`src/rtl/alu_serial.sv`:
```
// alu_serial: bit-serial ALU, one operand bit per clock, LSB first.
// A single 1-bit slice (AND/OR/sum/less, b-invert, carry in/out) is reused
// for every bit. The slice carry is held in a register between cycles.
// Build option: define ALU_SERIAL_OVF_EN to drive the overflow output and
// to use the overflow-corrected signed compare for SLT. Without it,
// overflow is tied low and SLT uses the raw MSB sum, as the parallel ALU does.
module alu_serial #(
  parameter int WIDTH = 32
) (
  input  logic             clk,
  input  logic             rst_n,
  input  logic             start,
  input  logic [WIDTH-1:0] a,
  input  logic [WIDTH-1:0] b,
  input  logic [2:0]       op,
  output logic             busy,
  output logic             done,
  output logic [WIDTH-1:0] result,
  output logic             zero,
  output logic             overflow
);
  localparam int CW = (WIDTH > 2) ? $clog2(WIDTH) : 1;

  typedef enum logic [1:0] {IDLE, RUN, DONE} state_t;

  state_t           state;
  logic [WIDTH-1:0] a_sr, b_sr;
  logic [WIDTH-2:0] res_sr;
  logic [2:0]       op_r;
  logic             carry;
  logic [CW-1:0]    cnt;

  logic             ai, bi, s_sum, s_cout, s_out, last, set;
  logic [WIDTH-1:0] res_next, fin;
`ifdef ALU_SERIAL_OVF_EN
  logic             ovf;
`endif

  // One slice evaluation on the current LSBs of the operand shift registers.
  always_comb begin
    ai     = a_sr[0];
    bi     = b_sr[0] ^ op_r[2];
    s_sum  = ai ^ bi ^ carry;
    s_cout = (ai & bi) | (carry & (ai ^ bi));
    case (op_r[1:0])
      2'b00:   s_out = ai & bi;
      2'b01:   s_out = ai | bi;
      2'b10:   s_out = s_sum;
      default: s_out = 1'b0;  // less input is 0 at every bit during RUN
    endcase
    last     = (cnt == CW'(WIDTH - 1));
    res_next = {s_out, res_sr};
`ifdef ALU_SERIAL_OVF_EN
    // On the last cycle, carry holds carry into the MSB and s_cout is carry out.
    ovf = op_r[1] & (carry ^ s_cout);
    set = s_sum ^ ovf;
`else
    set = s_sum;
`endif
    fin = (op_r[1:0] == 2'b11) ? {{(WIDTH-1){1'b0}}, set} : res_next;
  end

  // Control FSM, operand/result shifting and registered outputs.
  always_ff @(posedge clk) begin
    if (!rst_n) begin
      state  <= IDLE;
      busy   <= 1'b0;
      done   <= 1'b0;
      result <= '0;
      zero   <= 1'b0;
      cnt    <= '0;
      carry  <= 1'b0;
      a_sr   <= '0;
      b_sr   <= '0;
      res_sr <= '0;
      op_r   <= '0;
`ifdef ALU_SERIAL_OVF_EN
      overflow <= 1'b0;
`endif
    end else begin
      case (state)
        RUN: begin
          a_sr   <= a_sr >> 1;
          b_sr   <= b_sr >> 1;
          carry  <= s_cout;
          res_sr <= res_next[WIDTH-1:1];
          cnt    <= cnt + CW'(1);
          if (last) begin
            state  <= DONE;
            busy   <= 1'b0;
            done   <= 1'b1;
            result <= fin;
            zero   <= (fin == '0);
`ifdef ALU_SERIAL_OVF_EN
            overflow <= ovf;
`endif
          end
        end
        default: begin  // IDLE or DONE: accept a new operation
          done <= 1'b0;
          if (start) begin
            a_sr  <= a;
            b_sr  <= b;
            op_r  <= op;
            carry <= op[2];
            cnt   <= '0;
            busy  <= 1'b1;
            state <= RUN;
          end else begin
            state <= IDLE;
          end
        end
      endcase
    end
  end

`ifndef ALU_SERIAL_OVF_EN
  assign overflow = 1'b0;
`endif
endmodule

```
`config.mk`:
```
export PLATFORM = sky130hd
export DESIGN_NAME = alu_serial
export DESIGN_NICKNAME = d
export VERILOG_FILES = /design/src/rtl/alu_serial.sv
export SDC_FILE = /design/constraint.sdc
export NUM_CORES = 1
export LEC_CHECK = 0
export CAP_MARGIN = 20
export CORE_UTILIZATION = 52
export CTS_CLUSTER_DIAMETER = 120
export DETAILED_ROUTE_END_ITERATION = 12
export GPL_ROUTABILITY_DRIVEN = 1
export PLACE_DENSITY = 0.79
export SLEW_MARGIN = 20
export SYNTH_ARGS = -nofsm -noshare
export SYNTH_HDL_FRONTEND = slang
export SYNTH_SLANG_ARGS = --single-unit
export TNS_END_PERCENT = 1
```
`constraint.sdc`:
```
create_clock -name clk -period 2.4 [get_ports clk]
set_clock_uncertainty 0.2 [all_clocks]
set_input_delay 0.72 -clock clk [delete_from_list [all_inputs] [get_ports clk]]
set_output_delay 0.72 -clock clk [all_outputs]
set_load 0.02 [all_outputs]
```
==> metrics, run 1 <==
Comb power frac=9.6%; fillcell total=846; Net Sw Frac=22.42%; total gr overflow=0; Reg2Reg Launch Point=op_r[2]; vias in the first global route=4353; Routed Antenna Nets=0; DIE AREA=11750 um^2; number of endpoints failing setup at the final stage=0; CP Capture Type=output port; synthesized-area fraction occupied by adder cells=1.190%; slowest CP cell=clkdlybuf4s50_1; Post-CTS Setup Bufs=0; maximum clock frequency=430.7 MHz; minimum clock period=2.322 ns; diode count=0; xor and xnor area share after synthesis=0.1488%; nets@finish=754; CP bufs+invs=1; Residual DRC=0; Worst Setup Start Kind=flip-flop; vias=4572; Clock Tree Root=clkbuf_16; worst-path fanout max=2; internal power=4408 uW; NetSw=1274 uW; Slew Limit Fails=0; Util after Layout=69.38%; I/O pin count=106; flops & latches, synth=141; hold_ws=0.2721 ns; Worst Setup EP=result[0]; synthesized area per cell=9.911 um^2; cell family with most CP delay=buffers and inverters; Syn-to-layout area delta=28.88%; commonest non-fill, non-tap cell in the layout=dfxtp_1; Fin. Hold Viols=0; routed wire length=12120 um; area share of the leading cell type in the synthesized netlist=47.95%; hold bufs inserted after CTS=0; Sequential Power Share=44.1%; WP data required=1.48 ns; FF/Latch Area=2823 um^2; Crit. path cell count=1; unrepaired setup endpoints after global routing=no; Mapped Cells=594; fraction of the cycle the final worst path needs=96.75%; DP Wirelength=7937 um; Placeable Area=10940 um^2; CTS H-tree lvls=4; Max Buffers Root-to-Sink=2; worst min path class=reg2reg; Synth area leaders=dfxtp_1 48%, o211a_1 11%, mux2i_1 11%; die height=108.4 um; share of post-route cells with drive strength above 1=7.370%; GRT Total Usage=21.67%; antenna violations before repair=0; number of clock sinks=141; commonest non-fill, non-tap cells in the layout=141 x dfxtp_1, 139 x nand2_1, 102 x clkdlybuf4s50_1; max_slew headroom=61.95%; post-synthesis mux area share=10.71%; CP startpoint=result[0]; post-DR wirelength/cell=14.57 um; clock power share=46.3%; Critical Path AT=1.40 ns; R2R cell count=7; Die X=108.4 um; Worst R2R Setup Slack=0.20 ns; post-synth cell types=35; Clock Latency Late Sink=0.41 ns; post-DR vias/cell=5.495; syn_nets=669; VDD IR-drop max=0.6705 mV; Compound-Gate Fraction of Synth Area=21.57%; footprint of the multi-input gates=2766 um^2; critical path cell sequence=clkdlybuf4s50_1; clock-pin slew on the worst setup and hold paths=0.06 ns; simple-gate share of the synthesized area=13.18%; Setup TNS=0 ns; Crit Reg-Reg Endpoint=zero; Crit Path Category=reg2out; Least-Margin Pin Slew=0.5704 ns; Iter 0 DRT Violations=212; Pwr Density=748.8 nW/um^2; FP Rows=38; area leader, netlist=dfxtp_1; global-route wire length before repair=19890 um; Initial Utilization=53.83%; leakage power=0.003582 uW; Port Buf Inserts=104; largest net degree at the start of global routing=56; maxcap violations=0; Placer Congestion=0.7447; Slowest Stage Delay on Critical Path=0.62 ns; router iterations before antenna repair=5; Min-Delay Path Depth=2; Inserted Clock Buffers=17; synthesized area=5887 um^2; Ys Warns=0; status=complete, no violations; register area share after synthesis=47.95%; TritonCTS clock tree=done; post_cts resized=0; main combinational cell family by area after synthesis=compound AO/OA/AOI/OAI gates
kinds of logic (layout without fill, tap and decap cells):
| logic type | Yosys count | in the layout |
|---|---|---|
| simple gates | 182 | 182 |
| mux | 63 | 63 |
| other cells | 1 | 1 |
| compound gates | 145 | 145 |
| buf+inv | 56 | 154 |
| flops | 141 | 141 |
| xor+xnor | 1 | 1 |
| fa+ha+maj | 5 | 5 |
registers in the layout (all words and copies together), names as in the netlist:
name / flops
res_sr: 31
op_r: 3
carry: 1
cnt: 5
zero: 1
busy: 1
b_sr: 32
done: 1
state: 2
result: 32
a_sr: 32
cells in the mapped netlist, drive strengths merged:
| cell type | count |
|---|---|
| dfxtp | 141 |
| nand2 | 140 |
| o211a | 64 |
| mux2i | 63 |
| a21boi | 40 |
| buf | 37 |
| a22o | 28 |
| clkbuf | 15 |
| nand3 | 9 |
| nor2 | 8 |
| nor4 | 7 |
| and2 | 5 |
| o21ai | 5 |
| and3 | 4 |
| ha | 4 |
| inv | 4 |
| nor2b | 4 |
| nand3b | 3 |
| o211ai | 3 |
| a21oi | 2 |
| conb | 1 |
| fa | 1 |
| nand2b | 1 |
| nand4 | 1 |
| o311a | 1 |
| o31ai | 1 |
| o41ai | 1 |
| xor2 | 1 |
layer usage:
metal	track usage [%]	wire length, um
met3	8.680	750
met5	0	0
met4	7.239	128
met2	35.67	5915
met1	25.58	5324
layout make-up:
cell class	count	area share [%]
multi-input cells	397	36.46
clock inverters	9	1.435
repair buffers	118	15.83
inverters	4	0.1979
flip-flops and latches	141	37.20
well taps	140	2.309
clock buffers	23	6.563
through the flow:
stage / cell area [um^2] / std cells / total power (uW) / worst slack, ns
global placement: 6980 / 800 / 3072 / 0.3463
detailed placement: 6980 / 800 / 3098 / 0.2516
finish: 7587 / 832 / 5681 / 0.07796
global route: 7587 / 832 / 5910 / 0.007962
CTS: 7587 / 832 / 5731 / 0.06363
floorplan: 5887 / 594 / 2905 / 0.4366
tightest hold or removal path, stage by stage (launching register included):
cell	delay, ns
dfxtp_1	0.32
nand2_1	0.06
a21boi_1	0.05
how the worst min path moves through the flow:
stage / from / end / slack [ns]
2_1_floorplan: op_r[2] / op_r[2] / 0.25
3_3_place_gp: op_r[2] / op_r[2] / 0.26
3_5_place_dp: busy / busy / 0.26
4_1_cts: op_r[2] / op_r[2] / 0.28
5_1_grt: result[29] / result[29] / 0.30
6_report: op_r[2] / op_r[2] / 0.27
power groups by stage:
stage | combinational [uW] | clock [uW] | sequential [uW]
after floorplan | 367 | 0 | 2540
after global placement | 522 | 0 | 2550
after detailed placement | 545 | 0 | 2550
after CTS | 551 | 2680 | 2500
after global routing | 608 | 2790 | 2520
final | 546 | 2630 | 2510
(Power assumes the default switching activity.)
==> run 2, diff against run 1 <==
--- a/config.mk
+++ b/config.mk
@@ -6,11 +6,11 @@
 export NUM_CORES = 1
 export LEC_CHECK = 0
 export CAP_MARGIN = 20
-export CORE_UTILIZATION = 52
+export CORE_UTILIZATION = 55
 export CTS_CLUSTER_DIAMETER = 120
 export DETAILED_ROUTE_END_ITERATION = 12
 export GPL_ROUTABILITY_DRIVEN = 1
-export PLACE_DENSITY = 0.79
+export PLACE_DENSITY = 0.83
 export SLEW_MARGIN = 20
 export SYNTH_ARGS = -nofsm -noshare
 export SYNTH_HDL_FRONTEND = slang
==> constraint.sdc (replaced) <==
create_clock -name clk -period 2.8 [get_ports clk]
set_clock_uncertainty 0.2 [all_clocks]
set_input_delay 0.84 -clock clk [delete_from_list [all_inputs] [get_ports clk]]
set_output_delay 0.84 -clock clk [all_outputs]
set_load 0.02 [all_outputs]
==> metrics, run 2 (synthesis results as in run 1) <==
internal power=3544 uW; DP Wirelength=7776 um; total gr overflow=0; post-DR vias/cell=5.470; Sequential Power Share=45.5%; Slowest Stage Delay on Critical Path=0.63 ns; CP bufs+invs=1; Port Buf Inserts=104; routed wire length=11840 um; number of endpoints failing setup at the final stage=0; clock power share=44.9%; worst-path fanout max=2; max_slew headroom=35.95%; GRT Total Usage=22.17%; maximum clock frequency=393.9 MHz; diode count=0; status=complete, no violations; Initial Utilization=56.77%; Syn-to-layout area delta=26.69%; Fin. Hold Viols=0; cell family with most CP delay=buffers and inverters; NetSw=1177 uW; Net Sw Frac=24.93%; Least-Margin Pin Slew=0.9607 ns; Crit Path Category=reg2out; vias=4496; VDD IR-drop max=0.4520 mV; fillcell total=743; Critical Path AT=1.50 ns; Slew Limit Fails=0; Pwr Density=632.9 nW/um^2; top flop regs=a_sr: 32 flops, b_sr: 32 flops, result: 32 flops; maxcap violations=0; I/O pin count=106; commonest non-fill, non-tap cell in the layout=dfxtp_1; largest net degree at the start of global routing=76; global-route wire length before repair=19820 um; unrepaired setup endpoints after global routing=no; router iterations before antenna repair=5; Setup TNS=0 ns; commonest non-fill, non-tap cells in the layout=141 x dfxtp_1, 139 x nand2_1, 102 x clkdlybuf4s50_1; leakage power=0.003507 uW; worst min path class=reg2reg; hold_ws=0.2768 ns; Post-CTS Setup Bufs=0; antenna violations before repair=0; nets@finish=748; post-DR wirelength/cell=14.41 um; FP Rows=37; Comb power frac=9.6%; clock-pin slew on the worst setup and hold paths=0.06 ns; Iter 0 DRT Violations=156; DIE AREA=11120 um^2; critical path cell sequence=clkdlybuf4s50_1; vias in the first global route=4376; Die X=105.5 um; Residual DRC=0; post_cts resized=0; minimum clock period=2.539 ns; TritonCTS clock tree=done; Placer Congestion=0.7376; CP Capture Type=output port; die height=105.5 um; Inserted Clock Buffers=17; Placeable Area=10370 um^2; share of post-route cells with drive strength above 1=6.706%; slowest CP cell=clkdlybuf4s50_1; Worst Setup Start Kind=flip-flop; fraction of the cycle the final worst path needs=90.68%; Routed Antenna Nets=0; hold bufs inserted after CTS=0; Clock Latency Late Sink=0.51 ns; Clock Tree Root=clkbuf_8; WP data required=1.76 ns; Max Buffers Root-to-Sink=2; CTS H-tree lvls=4; number of clock sinks=141
==> run 2: final cells by class <==
class	instances	area [um^2]	area share (%)
multi-input combinational	397	2766	37.09
tap	136	170.2	2.281
inverter	4	15.01	0.2013
sequential	141	2823	37.85
clock inverter	15	151.4	2.030
timing repair buffer	112	1119	15.00
clock buffer	17	414.1	5.553
==> run 2: final timing paths <==
path              startpoint    endpoint  slack (ns)  cells past startpoint
setup / recovery  result[26]  result[26]        0.26                      1
hold reg to reg   result[24]  result[24]        0.28                      1
hold / removal    result[24]  result[24]        0.28                      1
setup reg to reg      cnt[0]  result[29]        0.39                      6
==> run 2: power groups by stage <==
stage | Combinational (uW) | Clock (uW) | Sequential, uW
CTS | 458 | 2150 | 2150
floorplan | 314 | 0 | 2180
detailed placement | 454 | 0 | 2190
finish | 454 | 2120 | 2150
global route | 504 | 2250 | 2160
global placement | 437 | 0 | 2190
==> run 2: stage by stage <==
stage	setup WS (ns)	utilization, %	instance area [um^2]	total power (uW)	instances
after floorplan	0.8201	-	5887	2490	594
after global placement	0.5018	66.47	6893	2622	790
after detailed placement	0.3965	66.47	6893	2644	790
after CTS	0.2397	71.92	7458	4754	822
after global routing	0.1898	71.92	7458	4906	822
final	0.2611	71.92	7458	4721	822
==> run 2: worst reg2reg max path: cells and delay by family (launching register included) <==
family                     cells  cell delay [ns]
DFF                            1             0.33
and+or+nand+nor                3             1.10
AOI/OAI and AO/OA              1             0.28
adders and majority gates      2             0.45
==> run 2: metal layers <==
layer | vias up | share of wire [%] | track usage (%)
met5 | - | 0 | 0
met4 | 0 | 1.2 | 7.243
met3 | 15 | 6.1 | 7.607
met1 | 2126 | 44 | 25.87
li1 | 2250 | - | -
met2 | 105 | 48 | 37.97
==> run 3, diff against run 2 <==
--- a/config.mk
+++ b/config.mk
@@ -11,6 +11,7 @@
 export DETAILED_ROUTE_END_ITERATION = 12
 export GPL_ROUTABILITY_DRIVEN = 1
 export PLACE_DENSITY = 0.83
+export SETUP_SLACK_MARGIN = 0.2
 export SLEW_MARGIN = 20
 export SYNTH_ARGS = -nofsm -noshare
 export SYNTH_HDL_FRONTEND = slang
==> metrics, run 3 (synthesis results as in run 1) <==
post-DR wirelength/cell=14.41 um; Placeable Area=10370 um^2; Worst Setup Start Kind=flip-flop; clock-pin slew on the worst setup and hold paths=0.06 ns; fillcell total=742; Net Sw Frac=24.93%; diode count=0; share of post-route cells with drive strength above 1=6.851%; Max Buffers Root-to-Sink=2; maxcap violations=0; Critical Path AT=1.50 ns; Post-CTS Setup Bufs=0; vias=4496; Placer Congestion=0.7376; total gr overflow=0; Die X=105.5 um; internal power=3544 uW; Clock Latency Late Sink=0.51 ns; NetSw=1177 uW; largest net degree at the start of global routing=76; nets@finish=748; Syn-to-layout area delta=26.72%; max_slew headroom=37.54%; TritonCTS clock tree=done; router iterations before antenna repair=5; Routed Antenna Nets=0; vias in the first global route=4376; footprint of the multi-input gates=2768 um^2; final cell count without fillers=822; placed instance count=790; Setup TNS=0 ns; status=complete, no violations; die height=105.5 um; worst min path class=reg2reg; DP Wirelength=7776 um; DIE AREA=11120 um^2; commonest non-fill, non-tap cell in the layout=dfxtp_1; Comb power frac=9.6%; number of endpoints failing setup at the final stage=0; Fin. Hold Viols=0; commonest non-fill, non-tap cells in the layout=141 x dfxtp_1, 139 x nand2_1, 102 x clkdlybuf4s50_1; maximum clock frequency=393.9 MHz; FP Rows=37; Pwr Density=632.8 nW/um^2; antenna violations before repair=0; Initial Utilization=56.77%; Least-Margin Pin Slew=0.9369 ns; CTS H-tree lvls=4; global-route wire length before repair=19820 um; worst-path fanout max=2; routed wire length=11840 um; WP data required=1.76 ns; Clock Tree Root=clkbuf_8; Port Buf Inserts=104; post-DR vias/cell=5.470; unrepaired setup endpoints after global routing=no; Slew Limit Fails=0; Slowest Stage Delay on Critical Path=0.63 ns; fraction of the cycle the final worst path needs=90.68%; Iter 0 DRT Violations=156; clock power share=44.9%; critical path cell sequence=clkdlybuf4s50_1; minimum clock period=2.539 ns; hold bufs inserted after CTS=0; leakage power=0.003508 uW; GRT Total Usage=22.17%; I/O pin count=106; Crit Path Category=reg2out; FF/Latch Area=2823 um^2; slowest CP cell=clkdlybuf4s50_1; VDD IR-drop max=0.4520 mV; Inserted Clock Buffers=17; CP Capture Type=output port; cell family with most CP delay=buffers and inverters; Residual DRC=0; CP bufs+invs=1; number of clock sinks=141; Sequential Power Share=45.5%; top flop regs=a_sr: 32 flops, b_sr: 32 flops, result: 32 flops
==> run 3: cell counts in the layout (fill, tap and decap cells not counted) <==
Identical to the previous run, type by type.
==> run 3: metrics by stage <==
stage	util (%)	hold slack, ns	setup WS, ns	power, uW	instance area, um^2
final	71.94	0.2768	0.2611	4721	7460
after global routing	71.94	0.2985	0.2116	4906	7460
after CTS	71.92	0.2815	0.2397	4754	7458
after detailed placement	66.47	0.2663	0.3965	2644	6893
after global placement	66.47	0.2512	0.5018	2622	6893
after floorplan	-	0.2468	0.8201	2490	5887
==> run 3: power by group through the flow <==
stage	combinational, uW	clock (uW)	sequential, uW
global placement	437	0	2190
floorplan	314	0	2180
CTS	458	2150	2150
detailed placement	454	0	2190
global route	504	2250	2160
finish	454	2120	2150
==> run 3: area by class of cell <==
class | instances | area share [%]
tap | 136 | 2.281
sequential | 141 | 37.84
clock buffer | 17 | 5.552
inverter | 4 | 0.2013
clock inverter | 15 | 2.030
timing repair buffer | 112 | 14.99
multi-input combinational | 397 | 37.10
==> run 3: path summary, 6_finish.rpt <==
check / from / endpoint / slack (ns) / cells past startpoint
setup / recovery: result[26] / result[26] / 0.26 / 1
hold / removal: result[24] / result[24] / 0.28 / 1
setup reg to reg: cnt[0] / result[29] / 0.39 / 6
hold reg to reg: result[24] / result[24] / 0.28 / 1
==> run 3: routing by layer <==
| metal | wire length (um) | vias to the layer above | track usage [%] |
|---|---|---|---|
| met3 | 720 | 15 | 7.607 |
| li1 | - | 2250 | - |
| met4 | 146 | 0 | 7.243 |
| met2 | 5741 | 105 | 37.97 |
| met1 | 5232 | 2126 | 25.87 |
| met5 | 0 | - | 0 |
==> run 3: timing repair <==
item | CTS | global route
gates resized for setup | 0 | 1
endpoints found under the setup margin | 0 | 9
endpoints found under the hold margin | 0 | 0
